===== src/rtl/fanctrl_pkg.sv =====
// rtl/fanctrl_pkg.sv - shared FSM states, datapath width helpers and clamp/saturate functions for fan_ctrl_multi
package fanctrl_pkg;

    typedef enum logic [2:0] {
        S_IDLE,
        S_LOAD,
        S_MAC,
        S_WRITE,
        S_DONE
    } state_t;

    localparam int MAC_STEPS = 5;

    // Signed coefficient times signed (ADC+1)-bit error/history sample.
    function automatic int prod_width(input int reg_bw, input int adc_bw);
        return reg_bw + adc_bw + 1;
    endfunction

    // Three guard bits above the product cover the five-term sum.
    function automatic int acc_width(input int reg_bw, input int adc_bw);
        return reg_bw + adc_bw + 4;
    endfunction

    function automatic logic signed [63:0] clamp(input logic signed [63:0] v,
                                                 input logic signed [63:0] lo,
                                                 input logic signed [63:0] hi);
        if (v < lo) return lo;
        if (v > hi) return hi;
        return v;
    endfunction

    function automatic logic signed [63:0] saturate(input logic signed [63:0] v, input int bits);
        logic signed [63:0] hi;
        logic signed [63:0] lo;
        hi = (64'sd1 <<< bits) - 64'sd1;
        lo = -(64'sd1 <<< bits);
        return clamp(v, lo, hi);
    endfunction

endpackage


===== src/rtl/fanctrl_pwm.sv =====
// rtl/fanctrl_pwm.sv - per-channel PWM generator with minimum-duty floor and wrap-synchronous duty reload
module fanctrl_pwm #(
    parameter int ADC_BITWIDTH    = 8,
    parameter int PERIOD_BITWIDTH = 9
) (
    input  logic                        clk_i,
    input  logic                        rstn_i,
    input  logic                        clk_en_i,
    input  logic signed [ADC_BITWIDTH:0] pid_i,
    input  logic [PERIOD_BITWIDTH-1:0]  period_i,
    input  logic [ADC_BITWIDTH-1:0]     min_i,
    output logic                        pin_o
);
    localparam int DW = (PERIOD_BITWIDTH > ADC_BITWIDTH) ? PERIOD_BITWIDTH : ADC_BITWIDTH;

    logic [PERIOD_BITWIDTH-1:0] cnt;
    logic [DW-1:0]              duty_req;
    logic [DW-1:0]              duty_active;

    always_comb begin
        duty_req = '0;
        if (pid_i > 0) begin
            duty_req = DW'(pid_i[ADC_BITWIDTH-1:0]);
            if (DW'(min_i) > duty_req) duty_req = DW'(min_i);
            if (duty_req > DW'(period_i)) duty_req = DW'(period_i);
        end
    end

    // Duty is only taken over at the period boundary so a pulse is never cut short or stretched.
    always_ff @(posedge clk_i or negedge rstn_i) begin
        if (!rstn_i) begin
            cnt         <= '0;
            duty_active <= '0;
        end else if (period_i == '0) begin
            cnt         <= '0;
            duty_active <= duty_req;
        end else if (clk_en_i) begin
            if (cnt >= period_i - 1'b1) begin
                cnt         <= '0;
                duty_active <= duty_req;
            end else begin
                cnt <= cnt + 1'b1;
            end
        end
    end

    assign pin_o = (period_i != '0) && (DW'(cnt) < duty_active);

endmodule


===== src/rtl/fan_ctrl_multi.sv =====
// rtl/fan_ctrl_multi.sv - N-channel biquad fan controller on one shared multiplier; FANCTRL_SLEW_EN adds output slew limiting
module fan_ctrl_multi
    import fanctrl_pkg::*;
#(
    parameter int CHANNELS        = 2,
    parameter int ADC_BITWIDTH    = 8,
    parameter int REG_BITWIDTH    = 35,
    parameter int FRAC_BITWIDTH   = 30,
    parameter int PERIOD_BITWIDTH = 9,
    parameter int SLEW_STEP       = 8
) (
    input  logic                                 clk_i,
    input  logic                                 rstn_i,
    input  logic                                 clk_en_PWM_i,
    input  logic                                 dataValid_STRB_i,
    input  logic [CHANNELS*ADC_BITWIDTH-1:0]     ADC_value_i,
    input  logic [CHANNELS*ADC_BITWIDTH-1:0]     SET_value_i,
    input  logic [REG_BITWIDTH-1:0]              a0_i,
    input  logic [REG_BITWIDTH-1:0]              a1_i,
    input  logic [REG_BITWIDTH-1:0]              b0_i,
    input  logic [REG_BITWIDTH-1:0]              b1_i,
    input  logic [REG_BITWIDTH-1:0]              b2_i,
    input  logic [PERIOD_BITWIDTH-1:0]           periodCounterValue_i,
    input  logic [ADC_BITWIDTH-1:0]              minCounterValue_i,
    output logic [CHANNELS-1:0]                  PWM_pin_o,
    output logic [CHANNELS*(ADC_BITWIDTH+1)-1:0] PID_Val_o,
    output logic                                 busy_o,
    output logic                                 done_STRB_o,
    output logic                                 overrun_STRB_o
);
    localparam int EW = ADC_BITWIDTH + 1;
    localparam int PW = prod_width(REG_BITWIDTH, ADC_BITWIDTH);
    localparam int AW = acc_width(REG_BITWIDTH, ADC_BITWIDTH);
    localparam int CW = (CHANNELS > 1) ? $clog2(CHANNELS) : 1;
    localparam logic [CW-1:0] LAST_CH = CW'(CHANNELS - 1);

    state_t                           state, state_nxt;
    logic [CW-1:0]                    ch;
    logic [2:0]                       step;
    logic [CHANNELS*ADC_BITWIDTH-1:0] adc_q, set_q;
    logic signed [REG_BITWIDTH-1:0]   coef_q [MAC_STEPS];
    logic signed [EW-1:0]             e_cur;
    logic signed [AW-1:0]             acc;
    logic signed [EW-1:0]             e1 [CHANNELS];
    logic signed [EW-1:0]             e2 [CHANNELS];
    logic signed [EW-1:0]             y1 [CHANNELS];
    logic signed [EW-1:0]             y2 [CHANNELS];
    logic signed [EW-1:0]             pid_q [CHANNELS];
    logic                             overrun_q;

    logic signed [REG_BITWIDTH-1:0]   mul_coef;
    logic signed [EW-1:0]             mul_data, e_new, y_sat, y_out;
    logic signed [PW-1:0]             prod;
    logic signed [AW-1:0]             y_shift;

    always_ff @(posedge clk_i or negedge rstn_i) begin
        if (!rstn_i) state <= S_IDLE;
        else         state <= state_nxt;
    end

    always_comb begin
        state_nxt = state;
        case (state)
            S_IDLE:  if (dataValid_STRB_i) state_nxt = S_LOAD;
            S_LOAD:  state_nxt = S_MAC;
            S_MAC:   if (step == 3'(MAC_STEPS - 1)) state_nxt = S_WRITE;
            S_WRITE: state_nxt = (ch == LAST_CH) ? S_DONE : S_LOAD;
            S_DONE:  state_nxt = S_IDLE;
            default: state_nxt = S_IDLE;
        endcase
    end

    // Term order: b2*e, b1*e1, b0*e2, then the two feedback terms which are subtracted.
    always_comb begin
        mul_coef = coef_q[0];
        mul_data = e_cur;
        case (step)
            3'd1:    begin mul_coef = coef_q[1]; mul_data = e1[ch]; end
            3'd2:    begin mul_coef = coef_q[2]; mul_data = e2[ch]; end
            3'd3:    begin mul_coef = coef_q[3]; mul_data = y1[ch]; end
            3'd4:    begin mul_coef = coef_q[4]; mul_data = y2[ch]; end
            default: ;
        endcase
    end

    assign prod    = PW'(mul_coef) * PW'(mul_data);
    assign e_new   = $signed({1'b0, set_q[ch*ADC_BITWIDTH +: ADC_BITWIDTH]})
                   - $signed({1'b0, adc_q[ch*ADC_BITWIDTH +: ADC_BITWIDTH]});
    assign y_shift = acc >>> FRAC_BITWIDTH;
    assign y_sat   = EW'(saturate(64'(y_shift), ADC_BITWIDTH));

`ifdef FANCTRL_SLEW_EN
    assign y_out = EW'(clamp(64'(y_sat), 64'(pid_q[ch]) - 64'(SLEW_STEP), 64'(pid_q[ch]) + 64'(SLEW_STEP)));
`else
    logic [31:0] unused_slew_step;
    assign unused_slew_step = 32'(SLEW_STEP);
    assign y_out = y_sat;
`endif

    always_ff @(posedge clk_i or negedge rstn_i) begin
        if (!rstn_i) begin
            ch        <= '0;
            step      <= '0;
            adc_q     <= '0;
            set_q     <= '0;
            e_cur     <= '0;
            acc       <= '0;
            overrun_q <= 1'b0;
            for (int i = 0; i < MAC_STEPS; i++) coef_q[i] <= '0;
            for (int i = 0; i < CHANNELS; i++) begin
                e1[i]    <= '0;
                e2[i]    <= '0;
                y1[i]    <= '0;
                y2[i]    <= '0;
                pid_q[i] <= '0;
            end
        end else begin
            overrun_q <= dataValid_STRB_i && (state != S_IDLE);
            case (state)
                S_IDLE: if (dataValid_STRB_i) begin
                    adc_q     <= ADC_value_i;
                    set_q     <= SET_value_i;
                    coef_q[0] <= b2_i;
                    coef_q[1] <= b1_i;
                    coef_q[2] <= b0_i;
                    coef_q[3] <= a1_i;
                    coef_q[4] <= a0_i;
                    ch        <= '0;
                end
                S_LOAD: begin
                    e_cur <= e_new;
                    acc   <= '0;
                    step  <= '0;
                end
                S_MAC: begin
                    acc  <= (step < 3'd3) ? acc + AW'(prod) : acc - AW'(prod);
                    step <= step + 3'd1;
                end
                S_WRITE: begin
                    pid_q[ch] <= y_out;
                    e2[ch]    <= e1[ch];
                    e1[ch]    <= e_cur;
                    y2[ch]    <= y1[ch];
                    y1[ch]    <= y_out;
                    if (ch != LAST_CH) ch <= ch + 1'b1;
                end
                default: ;
            endcase
        end
    end

    assign busy_o         = (state != S_IDLE);
    assign done_STRB_o    = (state == S_DONE);
    assign overrun_STRB_o = overrun_q;

    for (genvar i = 0; i < CHANNELS; i++) begin : g_ch
        assign PID_Val_o[i*EW +: EW] = pid_q[i];

        fanctrl_pwm #(
            .ADC_BITWIDTH   (ADC_BITWIDTH),
            .PERIOD_BITWIDTH(PERIOD_BITWIDTH)
        ) u_pwm (
            .clk_i   (clk_i),
            .rstn_i  (rstn_i),
            .clk_en_i(clk_en_PWM_i),
            .pid_i   (pid_q[i]),
            .period_i(periodCounterValue_i),
            .min_i   (minCounterValue_i),
            .pin_o   (PWM_pin_o[i])
        );
    end

endmodule

===== config.mk =====
export PLATFORM = sky130hd
export DESIGN_NAME = fan_ctrl_multi
export DESIGN_NICKNAME = d
export VERILOG_FILES = /design/src/rtl/fanctrl_pkg.sv /design/src/rtl/fanctrl_pwm.sv /design/src/rtl/fan_ctrl_multi.sv
export SDC_FILE = /design/constraint.sdc
export NUM_CORES = 2
export LEC_CHECK = 0
export CORE_MARGIN = 5
export CORE_UTILIZATION = 30
export CTS_BUF_LIST = sky130_fd_sc_hd__clkbuf_8
export DETAILED_ROUTE_END_ITERATION = 16
export GPL_ROUTABILITY_DRIVEN = 0
export HOLD_SLACK_MARGIN = 0.06
export REMOVE_ABC_BUFFERS = 1
export SLEW_MARGIN = 40
export SYNTH_ARGS = -nofsm -noshare
export SYNTH_HDL_FRONTEND = slang
export SYNTH_HIERARCHICAL = 1
export SYNTH_SLANG_ARGS = --single-unit

===== constraint.sdc =====
create_clock -name clk_i -period 9.45 [get_ports clk_i]
set_input_delay 1.89 -clock clk_i [delete_from_list [all_inputs] [get_ports clk_i]]
set_output_delay 1.89 -clock clk_i [all_outputs]
set_load 0.05 [all_outputs]

# == Yosys cells after proc, flatten, opt, wreduce, memory -nomap -nowiden ==
# Cells that the tools add are included.
# op_classes
reduce_logical,18
n_mux,58
bitwise,1
n_addsub,8
n_lt_le_gt_ge,15
eq_ne,10
n_mul,1
shift,2
# op_table
operator,n
$mux 9,35
$pmux 35 s4,1
$pmux 47 s2,1
$bwmux 18,5
$add 47x44->47,1
$mux 47,1
$sub 47x44->47,1
$mul 35x9->44,1
$pmux 9 s4,1
$shiftx 16x5->8,2
$add 9x1->9 const B,2
$ge 9x9->1,2
$gt 9x1->1 const B,2
$gt 9x9->1,2
$lt 9x9->1,2
$gt 17x9->1 const B,1
$lt 17x9->1 const B,1
$gt 8x8->1,2
$mux 8,2
$eq 3x2->1 const B,4
$pmux 3 s4,1
$reduce_and 2->1,5
$reduce_bool 2->1,5
$demux 9 s1,1
20 further kinds,32
# totals
regBits,397
inputBits,228

# == Logic depth before layout (Yosys ltp) ==
# depth
ltp_word,9
mapped_depth,48
depth_no_buf,43

# == Hierarchy ==
# The synthesis kept the hierarchy.
# modules_own_cells
module,n_inst,seq_area_each_um2,cells_each,area_per_inst_um2
fan_ctrl_multi,1,8583.2,3000,29341.9
fanctrl_pwm,2,450.4,233,2006.9

# == Worst setup path after synthesis ==
# OpenSTA, ideal clock, no wires.
# synth_path
path_type,register -> register
start,register step[0]
end,register acc[45]
arrival_ns,10.030
stages_incl_launch_ff,43
n_path_buf,4
setup_time_ns,0.120
required_ns,9.330
setup_slack_ns,-0.700
cell_sequence,dfrtp_1 ha_1 ha_1 clkbuf_1 clkbuf_1 a221o_1 a221oi_1 nor3_1 a21oi_1 clkbuf_1 nor2_1 fa_1 inv_1 fa_1 inv_1 fa_1 fa_1 inv_1 (+7 left out) a21oi_2 nand4_1 or3_4 nor3_4 nor2_1 xor2_1 ha_1 inv_1 o21ai_0 a21o_1 a21o_1 a21oi_1 o21ai_0 a221oi_1 o21ai_0 a221o_1 or3_1 a31o_2
# synth_between
elab_chain_cells,6
elab_cells_between_ends,12
cone_classes,add/sub (2); mul (1); order compare (1); eq/ne (4); mux (4)
# synth_rtl
item,line_no,text
"start, declared",fan_ctrl_multi.sv:39,logic [2:0] step;
"start signal, assigned",fan_ctrl_multi.sv:137,step <= step + 3'd1;
"$eq 3x3->1, or another cell as far along",fan_ctrl_multi.sv:77,case (step)
$pmux 35 s4 / $pmux 9 s4 (equally long branches),fan_ctrl_multi.sv:77,
$mul 35x9->44,fan_ctrl_multi.sv:86,assign prod = PW'(mul_coef) * PW'(mul_data);
$sub 47x44->47 / $add 47x44->47 (equally long branches),fan_ctrl_multi.sv:136,acc <= (step < 3'd3) ? acc + AW'(prod) : acc - AW'(prod);
$mux 47 *,fan_ctrl_multi.sv:136,
$pmux 47 s2 *,fan_ctrl_multi.sv:119,case (state)
"end signal, assigned",fan_ctrl_multi.sv:136,
"end, declared",fan_ctrl_multi.sv:43,logic signed [AW-1:0] acc;
# Mark *: on every way between the ends. The rest lies on a longest branch, timed or not.
# A chain may end at the register's enable or synchronous reset.

# == Worst setup path after layout ==
# layout_path
start,register step[0]
end,register acc[40]
# The elaborated chain is that of the path after synthesis.

==> key figures <==
Outcome
  – Status: finished with violations
  – Failing checks: setup timing

Cells and area
  – Non-Filler Instances: 5825
  – Core Util, Final: 41.1%
  – Nets@finish: approximately 5000
  – Area of the multi-input gates: 23700 um2
  – Area growth syn-to-layout: 36.1%
  – Share of cells above drive strength 1: 29.3%
  – # fillers: between 10000 and 15000
  – Seq. cell area: approximately 9500 um2

Timing
  – Least-Margin Pin Slew: 0.737 ns
  – Clock skew: 0.0433 ns
  – Hold Vio Cnt, Final: 0
  – Setup Viol. Count Final: 10
  – Fin. max-slew vios: 0
  – RSZ-0062 raised after global routing: yes
  – Worst hold slack: 0.483 ns
  – Worst Slack Setup Final: -0.249 ns
  – Max frequency: 0.103 GHz
  – Tmin final: 9.70 ns
  – Period utilization: 103%
  – Max_slew headroom: 50.8%

Synth
  – Yosys cell types: 109
  – #FFs+latches synth: 379
  – Top cells by area, synth: dfrtp_1 (28%), fa_1 (15%), ha_1 (8.3%), mux2_2 (8.1%), nand2_1 (4.3%)
  – Synth Area per Inst: 9.62 um2
  – Area leader, netlist: dfrtp_1
  – Number of flops mapped to enable cells by yosys: 0
  – Cell area after synthesis: 33400 um2
  – Post-synth ARST share: 100%
  – Most common cell in the synthesized netlist: nand2_1
  – Post-synth top flop: dfrtp_1
  – Syn Inst Count: between 3000 and 4000
  – Seq/Total Area, Yosys: 28.4%
  – Post-synth top area share: 28.4%
  – Synth cell count leaders: nand2_1 (380), dfrtp_1 (379), nor2_1 (302)
  – Syn. warnings: 6

Placed design
  – HPWL Detailed: 79.7 mm
  – Pre-CTS WS: -0.741 ns
  – PortBufs: 250
  – Placed cell count: between 5000 and 6000

Flow run
  – Max Cap Viol: 0

Critical path
  – Critical path's slowest cell: fa_1
  – CP startpoint kind: flip-flop
  – Crit end category: flip-flop
  – Critical Path AT: 10.24 ns
  – Critical path fanouts, max: 7
  – CP max stage delay: 0.54 ns
  – Setup Crit Path Kind: reg2reg
  – Most used cell along the critical path: buf_4
  – Critical Path RT: 9.99 ns

Detailed routing
  – Via count: about 29000
  – DR vias/cell: 4.97
  – Initial DRC Count: 1456
  – Final ANT Viol Nets: 0
  – Routed len/inst: 17.5 um
  – Total wire length: 102 mm
  – DR pass1 iterations: 5
  – Remaining DRCs: 0

Floorplan
  – Die H: roughly 340 um
  – Initial cell density of the core: 30.2%
  – IO Pins: 251
  – Die W: between 300 and 400 um
  – Core area: 111000 um2
  – Row count: roughly 120
  – Die ar.: ~120000 um2

Clocking
  – Clock latency on the worst-skew pair: about 0.71 ns
  – Clk slew on worst S/H paths: 0.06 ns
  – Clock tree sinks: 379
  – Hold buffers post-CTS: 0
  – CTS Root Cell: clkbuf_8
  – CTS tree: done
  – H-tree levels: 3
  – Maximum root-to-sink buffer count: 3
  – TritonCTS Buffers: 75

Hold path
  – Worst min path class: reg2reg

GRT
  – GRT Total Usage: 17.0%
  – Global-route wire length before repair: 161 mm
  – Largest net degree at the start of global routing: roughly 110
  – Vias in the first global route: 29632
  – Initial antenna violation count: 5
  – Grt total ovfl: 0
## layout by cell type, fill, tap and decap left out, types with 75 or more instances in the layout
cell / count
clkbuf_8: 89
fa_1: 246
o21ai_0: 126
dfrtp_1: 376
a22oi_1: 75
ha_1: 193
xnor2_1: 79
mux2_2: 240
buf_4: 587
inv_1: 248
clkdlybuf4s50_1: 249
nand2_1: 373
a21oi_1: 119
nor2_1: 289
## worst max-delay path: cells and delay by family, from the launching register on
family / cells / cell delay [ns]
buffers and inverters: 17 / 1.98
adder cells (fa/ha/maj): 8 / 3.19
XOR/XNOR: 2 / 0.33
flip-flops: 1 / 0.44
multiplexers: 1 / 0.26
AO/OA/AOI/OAI: 14 / 2.54
AND/OR/NAND/NOR: 6 / 0.78
## cell families after synthesis
kind of cell / count (synthesis) / share of synthesized area (%)
AOI/OAI and AO/OA: 768 / 15.9
xor gates and xnor gates: 138 / 3.65
adders and majority gates: 474 / 23.5
buffers and inverters: 400 / 4.67
DFF: 379 / 28.4
muxes: 286 / 9.49
and+or+nand+nor: 1021 / 14.3
## worst paths after layout
path | from | to | slack, ns | depth (start not counted)
max in group asynchronous | rstn_i | coef_q[79]$_DFFE_PN0P_ | 6.82 | 4
min in group asynchronous | rstn_i | g_ch[1].u_pwm/duty_active[7]$_DFFE_PN0P_ | 1.03 | 1
setup reg to reg | step[0]$_DFFE_PN0P_ | acc[40]$_DFFE_PN0P_ | -0.25 | 48
hold reg to reg | acc[11]$_DFFE_PN0P_ | acc[11]$_DFFE_PN0P_ | 0.48 | 2
setup / recovery | step[0]$_DFFE_PN0P_ | acc[40]$_DFFE_PN0P_ | -0.25 | 48
hold / removal | acc[11]$_DFFE_PN0P_ | acc[11]$_DFFE_PN0P_ | 0.48 | 2
## cell type report
class | instances | area share [%]
multi-input cells | 2688 | 52.1
inverters | 237 | 1.97
clock buffers | 89 | 2.70
clock inverters | 45 | 0.929
repair buffers | 897 | 17.2
diodes | 2 | 0.0110
well taps | 1488 | 4.10
flip-flops and latches | 379 | 20.9
## sequential cells by signal (all words and copies together), names as in the netlist
name and count:
ch 1, y1 9, adc_q 16, step 3, acc 47, PID_Val_o 9, overrun_STRB_o 1, y2 18
g_ch.u_pwm/cnt 18, e1 18, state 3, set_q 16, g_ch.u_pwm/duty_active 18, e2 18, e_cur 9, coef_q 175
## layer usage
metal / track usage (%) / up-vias / part of all wire [%]
met2: 29.4 / 608 / 50
met3: 3.41 / 152 / 5.5
met4: 4.76 / 0 / 2.4
met1: 21.6 / 14405 / 42
li1: - / 13791 / -
met5: 0 / - / 0
## timing repair
item                       in CTS  in global routing
resized for setup             156                165
buffers inserted               31                 33
setup endpoints to repair      17                 21
pin swaps                      83                100
gates cloned                    3                  0
## through the flow
step                      instance area [um2]  TNS, ns
after floorplan                         32700  -571.56
after global placement                  41700    -5.09
after detailed placement                41800    -5.81
after CTS                               44400   -0.501
after global routing                    45400    -5.10
final                                   45400    -1.47
Power is left out: the tool's default activity adds up to more than one toggle a clock period on the data nets, which glitch-free logic cannot reach.
